==> config.mk <==
export PLATFORM = sky130hd
export DESIGN_NAME = ram_dp_be
export DESIGN_NICKNAME = d
export VERILOG_FILES = /design/src/rtl/ram_dp_be.sv
export SDC_FILE = /design/constraint.sdc
export NUM_CORES = 1
export LEC_CHECK = 0
export ABC_AREA = 0
export BUFFER_PORTS_ARGS = -buffer_cell sky130_fd_sc_hd__buf_4
export CORE_MARGIN = 1
export CORE_UTILIZATION = 23
export CTS_CLUSTER_SIZE = 14
export DETAILED_ROUTE_END_ITERATION = 10
export MAX_ROUTING_LAYER = met4
export PLACE_DENSITY = 0.34
export SKIP_LAST_GASP = 1
export SYNTH_ARGS = -nofsm -noshare
export SYNTH_HDL_FRONTEND = slang
export SYNTH_SLANG_ARGS = --single-unit
==> constraint.sdc <==
create_clock -name clk -period 3.35 [get_ports clk]
set_input_delay 0.5025 -clock clk [delete_from_list [all_inputs] [get_ports clk]]
set_output_delay 0.5025 -clock clk [all_outputs]
set_load 0.005 [all_outputs]
==> src/rtl/ram_dp_be.sv <==
// ram_dp_be: simple dual-port RAM with byte enables, 1/2-cycle read latency and post-reset clear
module ram_dp_be #(
    parameter int DATA_WIDTH = 32,
    parameter int ADDR_WIDTH = 6,
    parameter int DEPTH      = 48,
    parameter int RD_LATENCY = 1,
    parameter int RDW_MODE   = 0
) (
    input  logic                    clk,
    input  logic                    rstn,
    input  logic                    wr_enb,
    input  logic [ADDR_WIDTH-1:0]   wr_addr,
    input  logic [DATA_WIDTH/8-1:0] wr_be,
    input  logic [DATA_WIDTH-1:0]   wr_data,
    input  logic                    rd_enb,
    input  logic [ADDR_WIDTH-1:0]   rd_addr,
    output logic [DATA_WIDTH-1:0]   rd_data,
    output logic                    rd_valid,
    output logic                    init_done,
    output logic                    addr_err
);
    localparam int NB = DATA_WIDTH / 8;
    localparam logic [ADDR_WIDTH:0]   DEPTH_W = (ADDR_WIDTH + 1)'(DEPTH);
    localparam logic [ADDR_WIDTH-1:0] LAST    = ADDR_WIDTH'(DEPTH - 1);

    if (DATA_WIDTH % 8 != 0 || DEPTH < 1 || DEPTH > (1 << ADDR_WIDTH) ||
        !(RD_LATENCY == 1 || RD_LATENCY == 2) || !(RDW_MODE == 0 || RDW_MODE == 1)) begin : g_bad_param
        $error("ram_dp_be: illegal parameter set");
    end

    typedef enum logic {INIT, READY} state_t;

    state_t                  state_q, state_d;
    logic [ADDR_WIDTH-1:0]   clr_q, clr_d;
    logic                    init_done_q, init_done_d;
    logic                    addr_err_q, addr_err_d;
    logic                    p_valid_q, p_valid_d;
    logic [DATA_WIDTH-1:0]   p_data_q, p_data_d;
    logic                    rd_valid_q, rd_valid_d;
    logic [DATA_WIDTH-1:0]   rd_data_q, rd_data_d;
    logic [DATA_WIDTH-1:0]   mem [DEPTH];
    logic                    wr_req, rd_req, wr_in, rd_in, wr_acc, clr_wr, src_valid;
    logic [DATA_WIDTH-1:0]   rd_word, src_data;

    // request qualification: nothing is accepted before the clear finishes or during reset
    always_comb begin
        wr_req = rstn & init_done_q & wr_enb;
        rd_req = rstn & init_done_q & rd_enb;
        wr_in  = {1'b0, wr_addr} < DEPTH_W;
        rd_in  = {1'b0, rd_addr} < DEPTH_W;
        wr_acc = wr_req & wr_in;
        clr_wr = rstn & (state_q == INIT);
    end

    // memory array: init clear or byte-enabled write, no reset so it maps to block RAM
    always_ff @(posedge clk) begin
        if (clr_wr) begin
            mem[clr_q] <= '0;
        end else if (wr_acc) begin
            for (int k = 0; k < NB; k++) begin
                if (wr_be[k]) mem[wr_addr][8*k +: 8] <= wr_data[8*k +: 8];
            end
        end
    end

    // read word: out-of-range reads return zero, optional bypass of same-address write bytes
    always_comb begin
        rd_word = rd_in ? mem[rd_addr] : '0;
        if (RDW_MODE == 1 && wr_acc && wr_addr == rd_addr) begin
            for (int k = 0; k < NB; k++) begin
                if (wr_be[k]) rd_word[8*k +: 8] = wr_data[8*k +: 8];
            end
        end
    end

    // next-state: clear sequencer, error pulse and read pipeline
    always_comb begin
        state_d     = state_q;
        clr_d       = clr_q;
        if (state_q == INIT) begin
            clr_d = clr_q + ADDR_WIDTH'(1);
            if (clr_q == LAST) state_d = READY;
        end
        init_done_d = (state_d == READY);
        addr_err_d  = (wr_req & ~wr_in) | (rd_req & ~rd_in);
        p_valid_d   = rd_req;
        p_data_d    = rd_req ? rd_word : p_data_q;
        src_valid   = (RD_LATENCY == 2) ? p_valid_q : rd_req;
        src_data    = (RD_LATENCY == 2) ? p_data_q : rd_word;
        rd_valid_d  = src_valid;
        rd_data_d   = src_valid ? src_data : rd_data_q;
    end

    // control and output registers with synchronous active-low reset
    always_ff @(posedge clk) begin
        if (!rstn) begin
            state_q     <= INIT;
            clr_q       <= '0;
            init_done_q <= 1'b0;
            addr_err_q  <= 1'b0;
            p_valid_q   <= 1'b0;
            p_data_q    <= '0;
            rd_valid_q  <= 1'b0;
            rd_data_q   <= '0;
        end else begin
            state_q     <= state_d;
            clr_q       <= clr_d;
            init_done_q <= init_done_d;
            addr_err_q  <= addr_err_d;
            p_valid_q   <= p_valid_d;
            p_data_q    <= p_data_d;
            rd_valid_q  <= rd_valid_d;
            rd_data_q   <= rd_data_d;
        end
    end

    assign rd_data   = rd_data_q;
    assign rd_valid  = rd_valid_q;
    assign init_done = init_done_q;
    assign addr_err  = addr_err_q;
endmodule

Yosys cells after proc, flatten, opt, wreduce, memory -nomap -nowiden
Memories as Yosys holds them, arrays and structs flattened.
Index checks and enable logic that the tools add are counted.
{"block": "word_totals", "elab_cells": 46, "memories": 1, "ramBits": 1536, "reg_bits": 41}
{"block": "op_classes", "addsub": 1, "order_cmp": 2, "n_eq_ne": 1, "reduce_logical": 1, "bitwise": 11, "n_mux": 24}
{"name": "mem", "words": 48, "word_bits": 32, "read_ports": 1, "rd_clocked_by_memory_dff": 0, "wr": 1, "line": "41", "text": "logic [DATA_WIDTH-1:0] mem [DEPTH];"}
{"op": "$mux W32", "count": 2}
{"op": "$reduce_or A32 Y1", "count": 1}
{"op": "$mux W1", "count": 20}
{"op": "$lt A6 B6 Y1 const B", "count": 2}
{"op": "$and A1 B1 Y1", "count": 7}
{"op": "$add A6 B1 Y6 const B", "count": 1}
{"op": "$eq A6 B6 Y1 const B", "count": 1}
{"op": "$mux W6", "count": 1}
{"op": "$mux W4", "count": 1}
{"op": "$not A1 Y1", "count": 3}
{"op": "$or A1 B1 Y1", "count": 1}

Logic depth before layout (Yosys ltp)
{"block": "depth", "depth_word": 8, "depth_mapped": 9}

Worst setup path after synthesis
No wires, ideal clock.
{"block": "synth_timing", "path_type": "flip-flop to flip-flop", "from": "reg init_done_q, in the netlist init_done", "to": "mem mem[40][0], enable pin", "required_ns": 2.980, "stages_incl_launch_ff": 9, "period_less_slack_ns": 2.511, "setup_slack_ns": 0.839, "arrival_ns": 2.141, "path_cell_list": "dfxtp_1 buf_2 nand3_1 nor3b_1 buf_2 buf_2 mux2i_1 nand2_1 nor2_1"}
{"block": "synth_via", "elab_chain_cells": 8, "word_cells_on_any_way": 22, "classes_between": "16 x mux; 5 x bitwise; 1 x reduce/logical"}
{"item": "start, declared", "line": "35", "text": "logic init_done_q, init_done_d;"}
{"item": "start signal, assigned", "line": "108", "text": "init_done_q <= init_done_d;"}
{"item": "$and A1 B1 Y1 (2 in series)", "line": "47", "text": "wr_req = rstn & init_done_q & wr_enb;"}
{"item": "$and A1 B1 Y1", "line": "51", "text": "wr_acc = wr_req & wr_in;"}
{"item": "$mux W1", "line": "59", "text": "end else if (wr_acc) begin"}
{"item": "$mux W1", "line": "57", "text": "if (clr_wr) begin"}
{"item": "$mux W1 (implied by the code)", "line": "61", "text": "if (wr_be[k]) mem[wr_addr][8*k +: 8] <= wr_data[8*k +: 8];"}
{"item": "$reduce_or A32 Y1 (no source line)"}
{"item": "$mux W6 (no source line) / $mux W4 (equally long branches)"}
{"item": "end, declared", "line": "41"}
Parallel ways exist; a longest one is shown, timed or not.

Final worst setup path
{"block": "layout_timing", "from": "reg init_done_q, in the netlist init_done", "to": "mem mem[24][9], enable pin"}
The elaborated chain is that of the path after synthesis.

==> metrics.cfg <==
[synthesis]
avgSynthCellArea_um2=20.7
ys_ff_latch=1577
synthTopCellsByArea=edfxtp_1 (75%), mux4_2 (13%), mux2_2 (2.0%)
async_flop_share_pct=0
synth_most_common_cell=edfxtp_1
yosys.area.top_type=edfxtp_1
synth-main-ff-cell=edfxtp_1
seq_area_frac_synth_pct=76.7
ys_top_cells_by_count=edfxtp_1 (1536), mux4_2 (353), nor2_1 (254)
synth_edf_count=1536
synth_top_area_share_pct=75.3
syn-num-nets=3008
yosys_warnings=0
netlist_instances=2955
synth_cell_types=47
synth.cell_area_um2=61200

[critical_path]
critPathTopFamily=simple AND/OR/NAND/NOR gates
worstPathBufferInverterCount=2
path_max_fanout=18
crit_path_top_delay_cell=nor2_1
critPathKind=register to register
cpMostUsedCell=buf_12
end_kind=register
arrival_ns=3.21
crit_chain=nand3_1 -> nor3b_2 -> buf_12 -> mux2i_1 -> nand2_2 -> buf_12 -> nor2_1
worst_setup_path_start_kind=register
max_stage_delay_ns=0.83
critPathRequiredTime_ns=3.77

[cts]
clockRootBuffer=clkbuf_16
cts_made_buffers=179
cts_tree=done
path_clk_slew_ns=0.06
postCtsResizedCells=0
clk-insertion-delay-late_ns=0.82
htreeDepth=4
post_cts_buffers=0
clkSinkCount=1577
hold_buffers=2
clk_path_buf_depth=3

[grt]
use_met3_pct=2.16
grtUsageMet1_pct=19.0
top_usage_layer=met2
use_met2_pct=23.1
grt_pass1_vias=32200
gr-usage-all-layers_pct=14.3
antenna_found_initial=7
grt_pass1_wl_mm=263
grt_max_degree=66
grt_overflow_total=0

[floorplan]
dieArea_um2=268000
die_w_um=518
io-pin-count=87
start_util_pct=23.1
die_h_um=518
core_area_um2=265000
placementRows=189

[timing]
rsz0062_at_grt=no
hold_ws_ns=0.0942
hold_violations=0
worst_pin_slew_ns=1.14
max_clock_freq_mhz=358
maxSlewHeadroom_pct=24.1
fin_ws_ns=0.558
setup_viol=0
min_period_ns=2.79
setup_tns_ns=0
skew_ns=0.0310
fin_crit_sh_pct=83.3
slew_viol_final=0

[place]
routabilityCongestion=0.727
port_buffers=86
pre_cts_ws_ns=0.161
dp.final_hpwl_mm=117

[routing]
drtIter0Drc=2247
vias=30300
via_per_inst=4.26
wirelength_mm=187
wl_per_cell_um=26.3
final_antenna_net_count=0
drc=0
dr.pass1.iters=5

[pwr]
power.density_nw_per_um2=560
p_leak_nw=26.4
ir_drop_mv=0.535
finalPower_mw=41.9

[run]
cap_violations=0

[finish]
drive_gt1_share_pct=33.9
postLayoutCoreUtil_pct=28.2
fin_nets=3479
n_fill_cell=26300
area_growth_pct=22.1

[run_status]
status=finished clean

[min_path]
hold_path.class=input pin to register

[per-layer routing]
| metal | vias to the layer above | wire (um) |
|---|---|---|
| li1 | 13200 | - |
| met1 | 16300 | 85100 |
| met2 | 540 | 91400 |
| met3 | 241 | 6510 |
| met4 | 0 | 3780 |
| met5 | - | 0 |
[cells in the final DEF (no fill, tap or decap), types with 28 or more instances in the layout]
cell,n
buf_4,391
nand2_1,66
o211ai_1,28
clkbuf_1,37
a21oi_1,69
or4_1,30
mux2i_1,66
clkinv_1,52
edfxtp_1,1536
dfxtp_1,41
nor2_1,253
a221oi_1,52
mux4_2,353
o22ai_1,62
clkbuf_16,184
clkinv_2,30
buf_12,65
mux2_2,108
and2_2,33
[state kept, by name, indices dropped and copies added (netlist names)]
signal and cells:
rd_data 32, rd_valid 1, clr_q 6, mem 1536
init_done 1, addr_err 1
[power breakdown]
part           leakage [nW]  total [mW]  switching, mW  internal, mW
Sequential             16.7        21.4         0.0201          21.4
Clock                  2.73        18.8           8.07          10.7
Combinational          6.97        1.66          0.985         0.672
Total                  26.4        41.9           9.08          32.8
[worst paths after layout]
kind / end / start / slack [ns] / cells after the start
setup reg to reg: mem[24][9]$_DFFE_PP_ / init_done$_SDFF_PN0_ / 0.56 / 7
setup / recovery: mem[24][9]$_DFFE_PP_ / init_done$_SDFF_PN0_ / 0.56 / 7
hold reg to reg: rd_data[15]$_SDFFE_PN0P_ / rd_data[15]$_SDFFE_PN0P_ / 0.54 / 2
hold / removal: clr_q[0]$_SDFFE_PN0N_ / rstn / 0.09 / 3
[area by class of cell]
| class | count | area, um2 | share of cell area, % |
|---|---|---|---|
| repair buffers | 461 | 4300 | 5.75 |
| flip-flops and latches | 1577 | 46900 | 62.8 |
| diodes | 3 | 7.51 | 0.0100 |
| well taps | 3533 | 4420 | 5.91 |
| clock buffers | 226 | 4810 | 6.44 |
| clock inverters | 102 | 727 | 0.972 |
| multi-input cells | 1207 | 13500 | 18.1 |
[logic make-up (layout without fill, tap and decap cells)]
group	count (synthesis)	after routing	synth area share, %
buffers and inverters	171	789	1.39
AND/OR/NAND/NOR	436	436	3.19
multiplexers	527	527	16.0
other	0	3	0
XOR/XNOR	4	4	0.0572
adder cells (fa/ha/maj)	1	1	0.0204
AO/OA/AOI/OAI	239	239	2.63
flip-flops	1577	1577	76.7
[metrics by stage]
stage,cell area (um2),instances
floorplan,61200,2955
global placement,69200,6776
detailed placement,69200,6776
CTS,74800,7106
global route,74800,7107
finish,74800,7109
[worst register-to-register path, cell delays in order (launching register included)]
cell and delay, ns:
dfxtp_1 0.35, nand3_1 0.13, nor3b_2 0.28, buf_12 0.20, mux2i_1 0.29, nand2_2 0.10
buf_12 0.18, nor2_1 0.85
Note: power is estimated with default switching activity, not from simulation.
